--- src/rtl/vpg_pkg.sv ---
// Shared definitions for the video pattern generator mode controller.
// Holds the mode-code constants, the default supported-mode mask, the
// controller state encoding and a small mask lookup helper.
package vpg_pkg;

    localparam logic [3:0] VGA_640x480p60   = 4'd0;
    localparam logic [3:0] MODE_720x480     = 4'd1;
    localparam logic [3:0] MODE_1024x768    = 4'd2;
    localparam logic [3:0] MODE_1280x1024   = 4'd3;
    localparam logic [3:0] FHD_1920x1080p60 = 4'd4;
    localparam logic [3:0] VESA_1600x1200p60 = 4'd5;

    localparam logic [15:0] MODE_MASK_DEFAULT = 16'h003F;

    // Width of the shared timing counter; timing parameters must fit in it.
    localparam int CNT_W = 20;

    typedef enum logic [2:0] {
        ST_IDLE      = 3'd0,
        ST_ISSUE     = 3'd1,
        ST_MIN_WAIT  = 3'd2,
        ST_WAIT_LOCK = 3'd3,
        ST_SETTLE    = 3'd4
    } vpg_state_e;

    function automatic logic mode_supported(input logic [15:0] mask,
                                            input logic [3:0]  code);
        return mask[code];
    endfunction

endpackage

--- src/rtl/rr_arb2.sv ---
// Two-way round-robin arbiter.
// Ports:
//   clk, reset    - clock and synchronous active-high reset
//   en            - arbitration enabled this cycle (grants forced low otherwise)
//   req_a, req_b  - requests
//   gnt_a, gnt_b  - combinational one-hot grants
// The priority pointer only moves when both sides contend, and then it moves
// to the side that lost, so a lone requester never steals the other's turn.
module rr_arb2 (
    input  logic clk,
    input  logic reset,
    input  logic en,
    input  logic req_a,
    input  logic req_b,
    output logic gnt_a,
    output logic gnt_b
);

    logic ptr_b;    // 0: A has priority, 1: B has priority

    always_comb begin
        gnt_a = 1'b0;
        gnt_b = 1'b0;
        if (en) begin
            if (req_a && req_b) begin
                gnt_a = !ptr_b;
                gnt_b = ptr_b;
            end else begin
                gnt_a = req_a;
                gnt_b = req_b;
            end
        end
    end

    always_ff @(posedge clk) begin
        if (reset) begin
            ptr_b <= 1'b0;
        end else if (en && req_a && req_b) begin
            ptr_b <= !ptr_b;
        end
    end

endmodule

--- src/rtl/vpg_mode_ctrl.sv ---
// Display-mode change sequencer for the video pattern generator.
// Arbitrates requests from A (keys/switches) and B (host CPU), checks them
// against MODE_MASK, pulses mode_change to the generator and waits for the
// regenerated pixel clock to lock and stay locked before going idle again.
// Ports:
//   clk_100, reset              - system clock, synchronous active-high reset
//   a_valid/a_mode/a_ready      - requester A handshake
//   b_valid/b_mode/b_ready      - requester B handshake
//   pll_locked                  - generator lock, asynchronous to clk_100
//   mode, mode_change           - mode code and one-cycle strobe to generator
//   busy, done, err_unsup       - status: change in flight, success, rejected
//   fault                       - sticky lock failure after retry
//   cur_mode                    - last successfully applied mode
module vpg_mode_ctrl
    import vpg_pkg::*;
#(
    parameter logic [15:0] MODE_MASK     = MODE_MASK_DEFAULT,
    parameter logic [3:0]  DEFAULT_MODE  = VGA_640x480p60,
    parameter int          MIN_WAIT      = 32,
    parameter int          SETTLE_CYCLES = 1024,
    parameter int          LOCK_TIMEOUT  = 1_000_000
) (
    input  logic       clk_100,
    input  logic       reset,
    input  logic       a_valid,
    input  logic [3:0] a_mode,
    output logic       a_ready,
    input  logic       b_valid,
    input  logic [3:0] b_mode,
    output logic       b_ready,
    input  logic       pll_locked,
    output logic [3:0] mode,
    output logic       mode_change,
    output logic       busy,
    output logic       done,
    output logic       err_unsup,
    output logic       fault,
    output logic [3:0] cur_mode
);

    localparam logic [CNT_W-1:0] MIN_WAIT_LAST = CNT_W'(MIN_WAIT - 1);
    localparam logic [CNT_W-1:0] SETTLE_LAST   = CNT_W'(SETTLE_CYCLES - 1);
    localparam logic [CNT_W-1:0] TIMEOUT_LAST  = CNT_W'(LOCK_TIMEOUT - 1);

    vpg_state_e       state, state_nxt;
    logic [CNT_W-1:0] cnt, cnt_nxt, cnt_inc;
    logic             retry, retry_nxt;
    logic             restore, restore_nxt;
    logic [3:0]       mode_nxt, cur_mode_nxt, req_mode;
    logic             fault_nxt, done_nxt, err_nxt, mc_nxt;
    logic             lock_p0, lock_p1;
    logic             arb_en, gnt_a, gnt_b;

    // Stage p0/p1: two-flop synchronizer for the asynchronous lock input.
    always_ff @(posedge clk_100) begin
        lock_p0 <= pll_locked;
        lock_p1 <= lock_p0;
    end

    assign arb_en  = (state == ST_IDLE);
    assign a_ready = gnt_a;
    assign b_ready = gnt_b;
    assign busy    = (state != ST_IDLE);

    rr_arb2 u_arb (
        .clk   (clk_100),
        .reset (reset),
        .en    (arb_en),
        .req_a (a_valid),
        .req_b (b_valid),
        .gnt_a (gnt_a),
        .gnt_b (gnt_b)
    );

    assign cnt_inc = (cnt == {CNT_W{1'b1}}) ? cnt : cnt + 1'b1;

    always_comb begin
        state_nxt    = state;
        cnt_nxt      = cnt;
        retry_nxt    = retry;
        restore_nxt  = restore;
        mode_nxt     = mode;
        cur_mode_nxt = cur_mode;
        fault_nxt    = fault;
        done_nxt     = 1'b0;
        err_nxt      = 1'b0;
        mc_nxt       = 1'b0;
        req_mode     = gnt_a ? a_mode : b_mode;

        unique case (state)
            ST_IDLE: begin
                if (gnt_a || gnt_b) begin
                    if (!mode_supported(MODE_MASK, req_mode)) begin
                        err_nxt = 1'b1;
                    end else if (req_mode == cur_mode) begin
                        done_nxt  = 1'b1;
                        fault_nxt = 1'b0;
                    end else begin
                        mode_nxt    = req_mode;
                        retry_nxt   = 1'b0;
                        restore_nxt = 1'b0;
                        state_nxt   = ST_ISSUE;
                    end
                end
            end
            ST_ISSUE: begin
                mc_nxt    = 1'b1;
                cnt_nxt   = '0;
                state_nxt = ST_MIN_WAIT;
            end
            ST_MIN_WAIT: begin
                if (cnt == MIN_WAIT_LAST) begin
                    cnt_nxt   = '0;
                    state_nxt = ST_WAIT_LOCK;
                end else begin
                    cnt_nxt = cnt_inc;
                end
            end
            ST_WAIT_LOCK: begin
                // The counter may arrive here already advanced from a settle
                // attempt that lost lock, hence the >= comparison.
                if (lock_p1) begin
                    cnt_nxt   = '0;
                    state_nxt = ST_SETTLE;
                end else if (cnt >= TIMEOUT_LAST) begin
                    if (restore) begin
                        // Restoring the old mode failed too: give up, mode
                        // already holds cur_mode.
                        state_nxt = ST_IDLE;
                    end else if (!retry) begin
                        retry_nxt = 1'b1;
                        state_nxt = ST_ISSUE;
                    end else begin
                        fault_nxt   = 1'b1;
                        mode_nxt    = cur_mode;
                        retry_nxt   = 1'b1;
                        restore_nxt = 1'b1;
                        state_nxt   = ST_ISSUE;
                    end
                end else begin
                    cnt_nxt = cnt_inc;
                end
            end
            ST_SETTLE: begin
                if (!lock_p1) begin
                    state_nxt = ST_WAIT_LOCK;
                end else if (cnt == SETTLE_LAST) begin
                    state_nxt = ST_IDLE;
                    // A successful restore only returns the generator to the
                    // old mode; the request itself failed, so no done and the
                    // fault flag stays set.
                    if (!restore) begin
                        cur_mode_nxt = mode;
                        done_nxt     = 1'b1;
                        fault_nxt    = 1'b0;
                    end
                end else begin
                    cnt_nxt = cnt_inc;
                end
            end
            default: begin
                state_nxt = ST_ISSUE;
            end
        endcase
    end

    always_ff @(posedge clk_100) begin
        if (reset) begin
            state       <= ST_ISSUE;
            cnt         <= '0;
            retry       <= 1'b0;
            restore     <= 1'b0;
            mode        <= DEFAULT_MODE;
            cur_mode    <= DEFAULT_MODE;
            fault       <= 1'b0;
            done        <= 1'b0;
            err_unsup   <= 1'b0;
            mode_change <= 1'b0;
        end else begin
            state       <= state_nxt;
            cnt         <= cnt_nxt;
            retry       <= retry_nxt;
            restore     <= restore_nxt;
            mode        <= mode_nxt;
            cur_mode    <= cur_mode_nxt;
            fault       <= fault_nxt;
            done        <= done_nxt;
            err_unsup   <= err_nxt;
            mode_change <= mc_nxt;
        end
    end

endmodule
--- config.mk ---
export PLATFORM = sky130hd
export DESIGN_NAME = vpg_mode_ctrl
export DESIGN_NICKNAME = d
export VERILOG_FILES = /design/src/rtl/vpg_pkg.sv /design/src/rtl/rr_arb2.sv /design/src/rtl/vpg_mode_ctrl.sv
export SDC_FILE = /design/constraint.sdc
export NUM_CORES = 1
export LEC_CHECK = 0
export ABC_AREA = 0
export CAP_MARGIN = 25
export CELL_PAD_IN_SITES_DETAIL_PLACEMENT = 1
export CELL_PAD_IN_SITES_GLOBAL_PLACEMENT = 1
export CORE_MARGIN = 2
export CORE_UTILIZATION = 36
export CTS_CLUSTER_DIAMETER = 60
export DETAILED_ROUTE_END_ITERATION = 8
export PLACE_DENSITY = 0.78
export SLEW_MARGIN = 20
export SYNTH_ARGS = -nofsm -noshare
export SYNTH_HDL_FRONTEND = slang
export SYNTH_SLANG_ARGS = --single-unit
--- constraint.sdc ---
create_clock -name clk_100 -period 7.1 [get_ports clk_100]
set_clock_uncertainty 0.1 [all_clocks]
set_input_delay 1.42 -clock clk_100 [delete_from_list [all_inputs] [get_ports clk_100]]
set_output_delay 1.42 -clock clk_100 [all_outputs]
set_load 0.02 [all_outputs]
# After elaboration in Yosys (flattened, before gate mapping)
# Memories as Yosys holds them, arrays and structs flattened.
# Index checks and enable logic that the tools add are counted.
# word_totals
output_inout_bits	15
ff_bits	40
rom_bits	16
memories	1
# mem_list
name	depth	word_bits	rd	rd_ports_with_merged_regs	write_ports	line	rtl
(no name shown)	16	1	1	0	0	vpg_pkg.sv:28	return mask[code];
# classes
n_eq_ne	24
bitwise	3
magnitude_cmp	2
add_sub_neg	1
n_reduce_logical	18
n_mux	63
# ops
operator	n
20-bit two-way mux	6
20-bit case mux with 4 select lines	1
1-bit two-way mux	34
4-bit two-way mux	8
2-bit inequality test, second input constant	13
3-bit two-way mux	8
20-bit by 1-bit adder with 20-bit output, second input constant	1
20-bit by 10-bit equality test with 1-bit output, second input constant	1
20-bit equality test, second input constant	1
20-bit by 5-bit equality test with 1-bit output, second input constant	1
20-bit greater-or-equal comparator, second input constant	1
3-bit case mux with 5 select lines	1
6-bit AND reduction	2
11-bit AND reduction	1
3-bit inequality test, second input constant	3
4-bit case mux with 2 select lines	1
4-bit AND reduction	2
8-bit AND reduction	1
7-bit AND reduction	1
3-bit by 2-bit equality test with 1-bit output, second input constant	2
1-bit case mux with 2 select lines	3
3-bit nonzero test	2
4-bit by 5-bit less-than comparator with 1-bit output, second input constant	1
4-bit equality test	1
11 further kinds	15

# Depth between registers and ports, before layout
# Gate-level depths: netlist (run 1).
# logic_depth
depth_word	9
ltp_mapped	10

# Cells and area by module
# Synthesis (run 1) repeated with hierarchy kept, for this count alone.
# unflattened
cells_unflattened	304
hier_area_um2	2427.3
# modules_own_cells
mod	instances	area_each_um2	cells_each
vpg_mode_ctrl	1	2354.8	294
rr_arb2	1	72.6	10

# Worst setup path after synthesis (run 1)
# Ideal clock, no wire load.
# synth_path
path_kind	input port to output port
start	input b_valid
end	output a_ready
path_stages	3
n_path_buf	0
required_ns	5.580
setup_slack_ns	3.713
arrival_time_ns	1.867
cell_sequence	nand2_1 -> nand3_2 -> inv_1
# synth_via
elab_chain_len	3
# synth_rtl
item	line	rtl
start: declaration	vpg_mode_ctrl.sv:28	input logic b_valid,
1-bit logical AND	rr_arb2.sv:25	if (req_a && req_b) begin
1-bit two-way mux	rr_arb2.sv:25	
1-bit two-way mux	rr_arb2.sv:24	if (en) begin
end: declaration	vpg_mode_ctrl.sv:27	output logic a_ready,
# No other way between the ends.

# Worst setup path after layout (run 1)
# Same ends and word-level chain as after synthesis.

==> results of run 1 <==
-- power groups by stage --
stage | clock network, uW | registers (uW) | logic (uW)
final | 181 | 262 | 182
after floorplan | 0 | 265 | 129
after global routing | 196 | 265 | 207
after global placement | 0 | 266 | 178
after detailed placement | 0 | 267 | 184
after CTS | 186 | 261 | 185
-- worst paths after layout --
path,endpoint,slack [ns],cells after the start
worst max register to register,cnt[16]$_SDFFE_PP0P_,4.00,8
worst max-delay path,a_ready,2.59,5
worst min register to register,lock_p1$_DFF_P_,0.23,0
worst min-delay path,lock_p1$_DFF_P_,0.23,0
-- cells in the mapped netlist (all sizes together), types with 2 or more instances --
library cell and instances:
nor2 45, dfxtp 40, a21oi 21, nand2 19
nand3 16, nor3 12, xor2 12, inv 11
nand4 8, o21ai 8, buf 7, a31oi 6
or3 6, xnor2 6, clkbuf 5, mux2i 5
or2 5, and3 4, o22ai 4, a2111oi 3
or4 3, a311oi 2, a41o 2, nor4 2
nor4b 2, o21a 2, o31a 2, o31ai 2
-- stage by stage --
stage / util [%] / worst slack [ns] / total power [uW]
3_5_place_dp: 42.43 / 2.581 / 450.4
4_1_cts: 44.26 / 2.581 / 632.1
5_1_grt: 44.26 / 2.486 / 667.7
2_1_floorplan: - / 3.713 / 393.1
3_3_place_gp: 42.43 / 2.643 / 444.9
6_report: 44.26 / 2.592 / 624.8
-- cells by family (layout without fill, tap and decap cells) --
logic type	after synthesis	count (layout)	share of synthesized area [%]
AOI/OAI and AO/OA	61	61	18.78
and+or+nand+nor	127	127	29.57
DFF	40	40	36.53
xor gates and xnor gates	18	18	7.192
buffers and inverters	23	46	4.566
adders and majority gates	1	1	0.5707
muxes	6	6	2.797
-- layer usage --
metal | vias up | GRT usage, % | share of wire [%]
li1 | 1035 | - | -
met1 | 989 | 21.79 | 47
met2 | 23 | 31.87 | 49
met3 | 5 | 3.297 | 2.9
met4 | 0 | 5.000 | 0.96
met5 | - | 0 | 0
-- area by class of cell --
type,instances,area (um2)
Inverter,11,41.29
Clock inverter,2,35.03
Fill cell,746,3281
Sequential cell,40,800.8
Timing Repair Buffer,27,270.3
Tap cell,75,93.84
Clock buffer,6,72.57
Multi-Input combinational cell,213,1291
-- sequential cells by signal, indices dropped and copies added (netlist names) --
| signal | cells |
|---|---|
| done | 1 |
| mode_change | 1 |
| lock_p1 | 1 |
| cnt | 20 |
| restore | 1 |
| lock_p0 | 1 |
| retry | 1 |
| state | 3 |
| cur_mode | 4 |
| u_arb.ptr_b | 1 |
| mode | 4 |
| err_unsup | 1 |
| fault | 1 |
==> impl_metrics.ini, run 1 <==
[placement]
dpl_cell_area_mm2 = 0.002497
gp_congestion = 0.7752
io_buffers = 27
dpl.cell_count = 366
place_hpwl_um = 4202

[synth]
ys_ff_latch = 40
synth_warnings = 0
synth_fp_nets = 290
yosysTopAreaCellShare_pct = 36.53
ys_types = 54
synth_edf_count = 0
synth_ff_type = dfxtp_1
avgSynthCellArea_um2 = 7.942
synthTopCellsByArea = dfxtp_1, nor2_1, xor2_1
synth_top_area_cell = dfxtp_1
synthCells = 276
syn_area_mm2 = 0.002192
synth_seq_area_share_pct = 36.53
async_reset_ff_share_pct = 0

[critical_path]
critPathTopFamily = buffers and inverters
crit_chain = clkdlybuf4s50_1 > nand2_1 > nand3_2 > inv_1 > clkdlybuf4s50_1
required_ns = 5.58
critPathMostFrequentCell = clkdlybuf4s50_1
cp_slowest_cell = clkdlybuf4s50_1
crit_path_end_kind = primary output
worst_ep_arrival_time_ns = 2.99
criticalPathCategory = in2out
cp-startpoint = b_valid
worst-path-max-fanout = 10
cp-start-kind = primary input
cpPeakStageDelay_ns = 0.62
r2r-start = cnt[0]$_SDFFE_PP0P_
path_buf_inv = 3

[grt]
grt_pass1_wl_um = 9418
grt_max_degree = 21
antenna_found_initial = 0
grt_overflow_total = 0
grt_pass1_vias = 2009
grt_use_total_pct = 17.85

[pwr]
pwr-share-seq_pct = 41.9
p_leak_uw = 0.0009283
clkPwrFrac_pct = 29.0
p_switching_uw = 207.0
vdd_drop_max_v = 0.0001370
switching_share_pct = 33.12
p_int_uw = 417.9
power_per_cell_area_mw_per_mm2 = 239.9
comb_power_share_pct = 29.1

[cells_and_area]
postLayoutCellArea_mm2 = 0.002605
syn_to_final_growth_pct = 18.84
antenna_cells = 0
final_common_cell = nor2_1
finalNonFillerCells = 374
drive_gt1_share_pct = 6.020
final_cell_mix = nor2_1, dfxtp_1, clkdlybuf4s50_1, a21oi_1, nand2_1
final_nets = 312

[floorplanning]
num_rows = 28
initial_utilization_pct = 37.24
io_pins = 28
die_w_um = 82.04
die_area_mm2 = 0.006730
die_h_um = 82.04
core_mm2 = 0.005886

[routing]
postRouteAntennaNets = 0
firstDrtPassIters = 4
drc = 0
wire_per_inst_um = 14.78
vias_per_cell = 5.487
wirelength_um = 5529
drtIter0Drc = 32
num_vias = 2052

[timing]
slew_headroom_pct = 39.47
fmax_mhz = 221.8
finalHoldViolCount = 0
worstMarginPinSlew_ns = 0.9010
finalCritPeriodShare_pct = 63.50
setup_viol = 0
hold_slack_ns = 0.2347
setup-tns-final_ns = 0
final_max_slew_viol_count = 0
rsz0062_at_grt = false
period_needed_ns = 4.508

[clock_network]
clockRootBuffer = clkbuf_8
cts_tree = done
cts.sinks = 40
clk_path_buf_depth = 2
numCtsBuffers = 5
cts_resized = 0
htree_levels = 2
post_cts_buffers = 0
holdBufCountCts = 0
worstSkewPairLatency_ns = 0.29
path_clk_slew_ns = 0.08

[flow_run]
max_cap_viol_count = 0

[min_path]
min_from = lock_p0$_DFF_P_
hp-class = reg2reg

[outcome]
outcome = finished, final reports clean
Note: power is estimated with default switching activity, not from simulation.
==> run 2: changes to the inputs <==
PLACE_DENSITY = 0.81   (was 0.78)
clock period = 3.9 ns   (was 7.1 ns; I/O delays follow)
==> run 2 against run 1 <==
- total power grew 75%
- sequential cell count unchanged
- first-iteration DRC count increased to 4.1 times the previous value
- die area did not move
- utilization did not move
- hold slack got worse by 0.0050 ns
- global-route usage up 0.13 points
- sequential power increased by 82%
- critical path type unchanged
- critical endpoint unchanged
- largest power group unchanged
==> impl_metrics.ini, run 2 (synthesis gave the netlist of run 1 again) <==
[floorplanning]
num_rows = 28
initial_utilization_pct = 37.24
io_pins = 28
die_area_mm2 = 0.006730
die_w_um = 82.04
die_h_um = 82.04
core_mm2 = 0.005886

[pwr]
p_leak_uw = 0.0009344
pwr-share-seq_pct = 43.5
clkPwrFrac_pct = 26.2
comb_power_share_pct = 30.3
switching_share_pct = 34.90
power_per_cell_area_mw_per_mm2 = 420.2
vdd_drop_max_v = 0.0001878
p_int_uw = 712.6
p_switching_uw = 382.0

[timing]
slew_headroom_pct = 52.59
final_max_slew_viol_count = 0
setup_viol = 0
finalHoldViolCount = 0
period_needed_ns = 3.228
layout_setup_ws_ns = 0.6724
setup-tns-final_ns = 0
fmax_mhz = 309.8
worstMarginPinSlew_ns = 0.7111
finalCritPeriodShare_pct = 82.76
rsz0062_at_grt = false

[grt]
grt_pass1_vias = 2050
grt_use_total_pct = 17.98
grt_max_degree = 21
antenna_found_initial = 0
grt_overflow_total = 0
grt_pass1_wl_um = 9294

[cells_and_area]
final_nets = 314
syn_to_final_growth_pct = 18.84
final_common_cell = nor2_1
top_regs = cnt x20, cur_mode x4, mode x4
regArea_um2 = 800.8
final_cell_mix = nor2_1, dfxtp_1, clkdlybuf4s50_1, a21oi_1, nand2_1
postLayoutCellArea_mm2 = 0.002605
largest_register = cnt
final_util_pct = 44.26
largest_reg_flops = 20
nFillCells = 739
multi_input_area_mm2 = 0.001291
antenna_cells = 0
drive_gt1_share_pct = 6.977

[routing]
vias_per_cell = 5.559
wire_per_inst_um = 14.71
drtIter0Drc = 130
firstDrtPassIters = 4
num_vias = 2090
wirelength_um = 5532
drc = 0
postRouteAntennaNets = 0

[critical_path]
crit_path_end_kind = primary output
cp-start-kind = primary input
r2r_setup_slack_ns = 1.13
criticalPathCategory = in2out
r2r_cells = 7
worst_ep_arrival_time_ns = 2.35
worst-path-max-fanout = 10
r2r_end = mode[1]$_SDFFE_PP0P_
r2r-start = state[1]$_SDFFE_PP0P_
required_ns = 3.02

[clock_network]
htree_levels = 2
worstSkewPairLatency_ns = 0.30
holdBufCountCts = 0
cts.sinks = 40
path_clk_slew_ns = 0.07
clockRootBuffer = clkbuf_8
cts_resized = 0
post_cts_buffers = 0
numCtsBuffers = 5
cts_tree = done
clk_path_buf_depth = 2

[placement]
gp_congestion = 0.7770
place_hpwl_um = 4121
dpl_cell_area_mm2 = 0.002512
dp_slack_ns = 0.5972
io_buffers = 27

[min_path]
hold_depth = 0
hp-class = reg2reg
min_to = lock_p1$_DFF_P_
min_from = lock_p0$_DFF_P_

[flow_run]
max_cap_viol_count = 0

[outcome]
outcome = finished, final reports clean
-- run 2: power groups by stage --
stage / sequential [uW] / combinational, uW / clock (uW)
after floorplan: 482 / 234 / 0
after global placement: 485 / 326 / 0
after detailed placement: 487 / 332 / 0
after CTS: 476 / 334 / 296
after global routing: 483 / 370 / 318
final: 477 / 331 / 287
-- run 2: layout make-up --
class                           count  area share (%)
Multi-Input combinational cell    213           49.57
Sequential cell                    40           30.74
Timing Repair Buffer               29           10.95
Tap cell                           75           3.602
Clock buffer                        6           3.170
Inverter                           11           1.585
Clock inverter                      2          0.3842
-- run 2: per-layer routing --
layer,GRT usage [%],routed length [um]
met3,3.626,163
met5,0,0
met4,7.333,113
met2,31.38,2671
met1,21.43,2583
-- run 2: worst max-delay path by stage --
stage	depth (start not counted)	from	to	slack, ns
2_1_floorplan	8	b_valid	fault$_SDFFE_PP0P_	1.40
3_3_place_gp	5	b_valid	a_ready	0.72
6_report	5	b_valid	a_ready	0.67
5_1_grt	5	b_valid	a_ready	0.59
3_5_place_dp	9	b_valid	mode[1]$_SDFFE_PP0P_	0.60
4_1_cts	5	b_valid	a_ready	0.67
-- run 2: worst max-delay path: stages --
cell,delay [ns]
clkdlybuf4s50_1,0.46
nand2_1,0.11
nand3_2,0.18
inv_1,0.19
clkdlybuf4s50_1,0.62
-- run 2: stage by stage --
step	hold slack, ns	std cells	power [uW]
6_report	0.2297	376	1095
5_1_grt	0.2523	376	1171
4_1_cts	0.2318	376	1106
3_5_place_dp	0.2138	368	818.9
3_3_place_gp	0.2159	368	810.8
2_1_floorplan	0.2096	276	715.7
==> run 3: changes to the inputs <==
clock period = 2.8 ns   (was 3.9 ns; I/O delays follow)
==> run 3 against run 2 <==
- first-iteration DRC count decreased by 30%
- cell count grew 3.7%
- count of clock-buffer cells in the layout up 1
- hold slack improved by 0.0019 ns
- sequential share of layout area decreased by 1.6 points
- utilization up 2.4 points
- via count up 1.5%
- final area grew 5.5%
- setup slack got worse by 0.48 ns
- largest power group unchanged
- critical endpoint is now b_ready
- global-route usage increased by 0.50 points
- critical path depth unchanged
- combinational power increased by 61%
==> impl_metrics.ini, run 3 (synthesis gave the netlist of run 1 again) <==
[routing]
wire_per_inst_um = 15.27
num_vias = 2122
drc = 0
postRouteAntennaNets = 0
wirelength_um = 5955
drtIter0Drc = 91
firstDrtPassIters = 4
vias_per_cell = 5.441

[placement]
gp_congestion = 0.7923
io_buffers = 27
dpl_cell_area_mm2 = 0.002595
place_hpwl_um = 4417

[floorplanning]
io_pins = 28
num_rows = 28
die_w_um = 82.04
initial_utilization_pct = 37.24
die_area_mm2 = 0.006730
die_h_um = 82.04
core_mm2 = 0.005886

[timing]
period_needed_ns = 2.610
worstMarginPinSlew_ns = 0.5318
slew_headroom_pct = 64.55
finalHoldViolCount = 0
finalCritPeriodShare_pct = 93.20
rsz0062_at_grt = false
final_max_slew_viol_count = 0
setup-tns-final_ns = 0
fmax_mhz = 383.2
setup_viol = 0

[flow_run]
max_cap_viol_count = 0

[clock_network]
path_clk_slew_ns = 0.07
htree_levels = 2
holdBufCountCts = 0
cts.sinks = 40
worstSkewPairLatency_ns = 0.30
clockRootBuffer = clkbuf_8
cts_tree = done
numCtsBuffers = 5
clk_path_buf_depth = 2

[critical_path]
r2r_cells = 8
required_ns = 2.14
worst_ep_arrival_time_ns = 1.95
cp-start-kind = register
r2r_setup_slack_ns = 0.20
cp-startpoint = state[2]$_SDFFE_PP0P_
r2r_end = cnt[15]$_SDFFE_PP0P_
criticalPathCategory = reg2out
cp-endpoint = b_ready
crit_path_end_kind = primary output
r2r-start = cnt[0]$_SDFFE_PP0P_
worst-path-max-fanout = 9

[pwr]
power_uw = 1706
p_leak_uw = 0.001033
vdd_drop_max_v = 0.0002808
power_per_cell_area_mw_per_mm2 = 620.9

[cells_and_area]
final_nets = 328
syn_to_final_growth_pct = 25.34
top_regs = cnt x20, cur_mode x4, mode x4
largest_register = cnt
antenna_cells = 0
postLayoutCellArea_mm2 = 0.002748
final_cell_mix = nor2_1, dfxtp_1, clkdlybuf4s50_1, a21oi_1, nand2_1
largest_reg_flops = 20
final_common_cell = nor2_1
drive_gt1_share_pct = 11.75

[grt]
grt_pass1_wl_um = 9660
grt_pass1_vias = 2037
grt_overflow_total = 0
grt_max_degree = 18
antenna_found_initial = 0
grt_use_total_pct = 18.48

[min_path]
hold_depth = 0
hp-class = reg2reg

[outcome]
outcome = finished, final reports clean
## run 3: stage by stage
stage / hold WS, ns / utilization (%) / cells / worst slack, ns
after floorplan: 0.2096 / - / 276 / 0.4078
after global placement: 0.2186 / 44.09 / 379 / 0.06910
after detailed placement: 0.2229 / 44.09 / 379 / -0.06490
after CTS: 0.2385 / 46.24 / 387 / 0.009650
after global routing: 0.2489 / 46.68 / 390 / 0.02277
final: 0.2315 / 46.68 / 390 / 0.1905
## run 3: worst min-delay path by stage
stage / startpoint / end / slack [ns]
finish: lock_p0$_DFF_P_ / lock_p1$_DFF_P_ / 0.23
global route: lock_p0$_DFF_P_ / lock_p1$_DFF_P_ / 0.25
global placement: lock_p0$_DFF_P_ / lock_p1$_DFF_P_ / 0.22
detailed placement: lock_p0$_DFF_P_ / lock_p1$_DFF_P_ / 0.22
CTS: lock_p0$_DFF_P_ / lock_p1$_DFF_P_ / 0.24
floorplan: lock_p0$_DFF_P_ / lock_p1$_DFF_P_ / 0.21
## run 3: metal layers
layer,track usage (%),vias to the layer above,part of all wire [%]
met5,0,-,0
li1,-,1068,-
met3,3.187,8,2.9
met4,5.500,0,1.1
met1,23.06,1018,46
met2,32.36,28,50
## run 3: critical path, stage by stage (launching register included)
cell and delay [ns]:
dfxtp_1 0.42, nor3_4 0.32, buf_4 0.17, nand2_1 0.04, a21oi_1 0.10, clkdlybuf4s50_1 0.61
## run 3: layout make-up
type,count,area [um2]
fillers,737,3138
multi-input cells,213,1291
flip-flops and latches,40,802.0
repair buffers,43,392.9
clock buffers,7,96.34
well taps,75,93.84
inverters,11,41.29
clock inverters,1,30.03
## run 3: where the power goes
group	internal [uW]	switching, uW
combinational	233	301
clock	315	204
sequential	610	44.2
## run 3: what timing repair did
action	in CTS	in global routing
buffers inserted	0	3
setup endpoints to repair	0	11
resized for setup	0	3
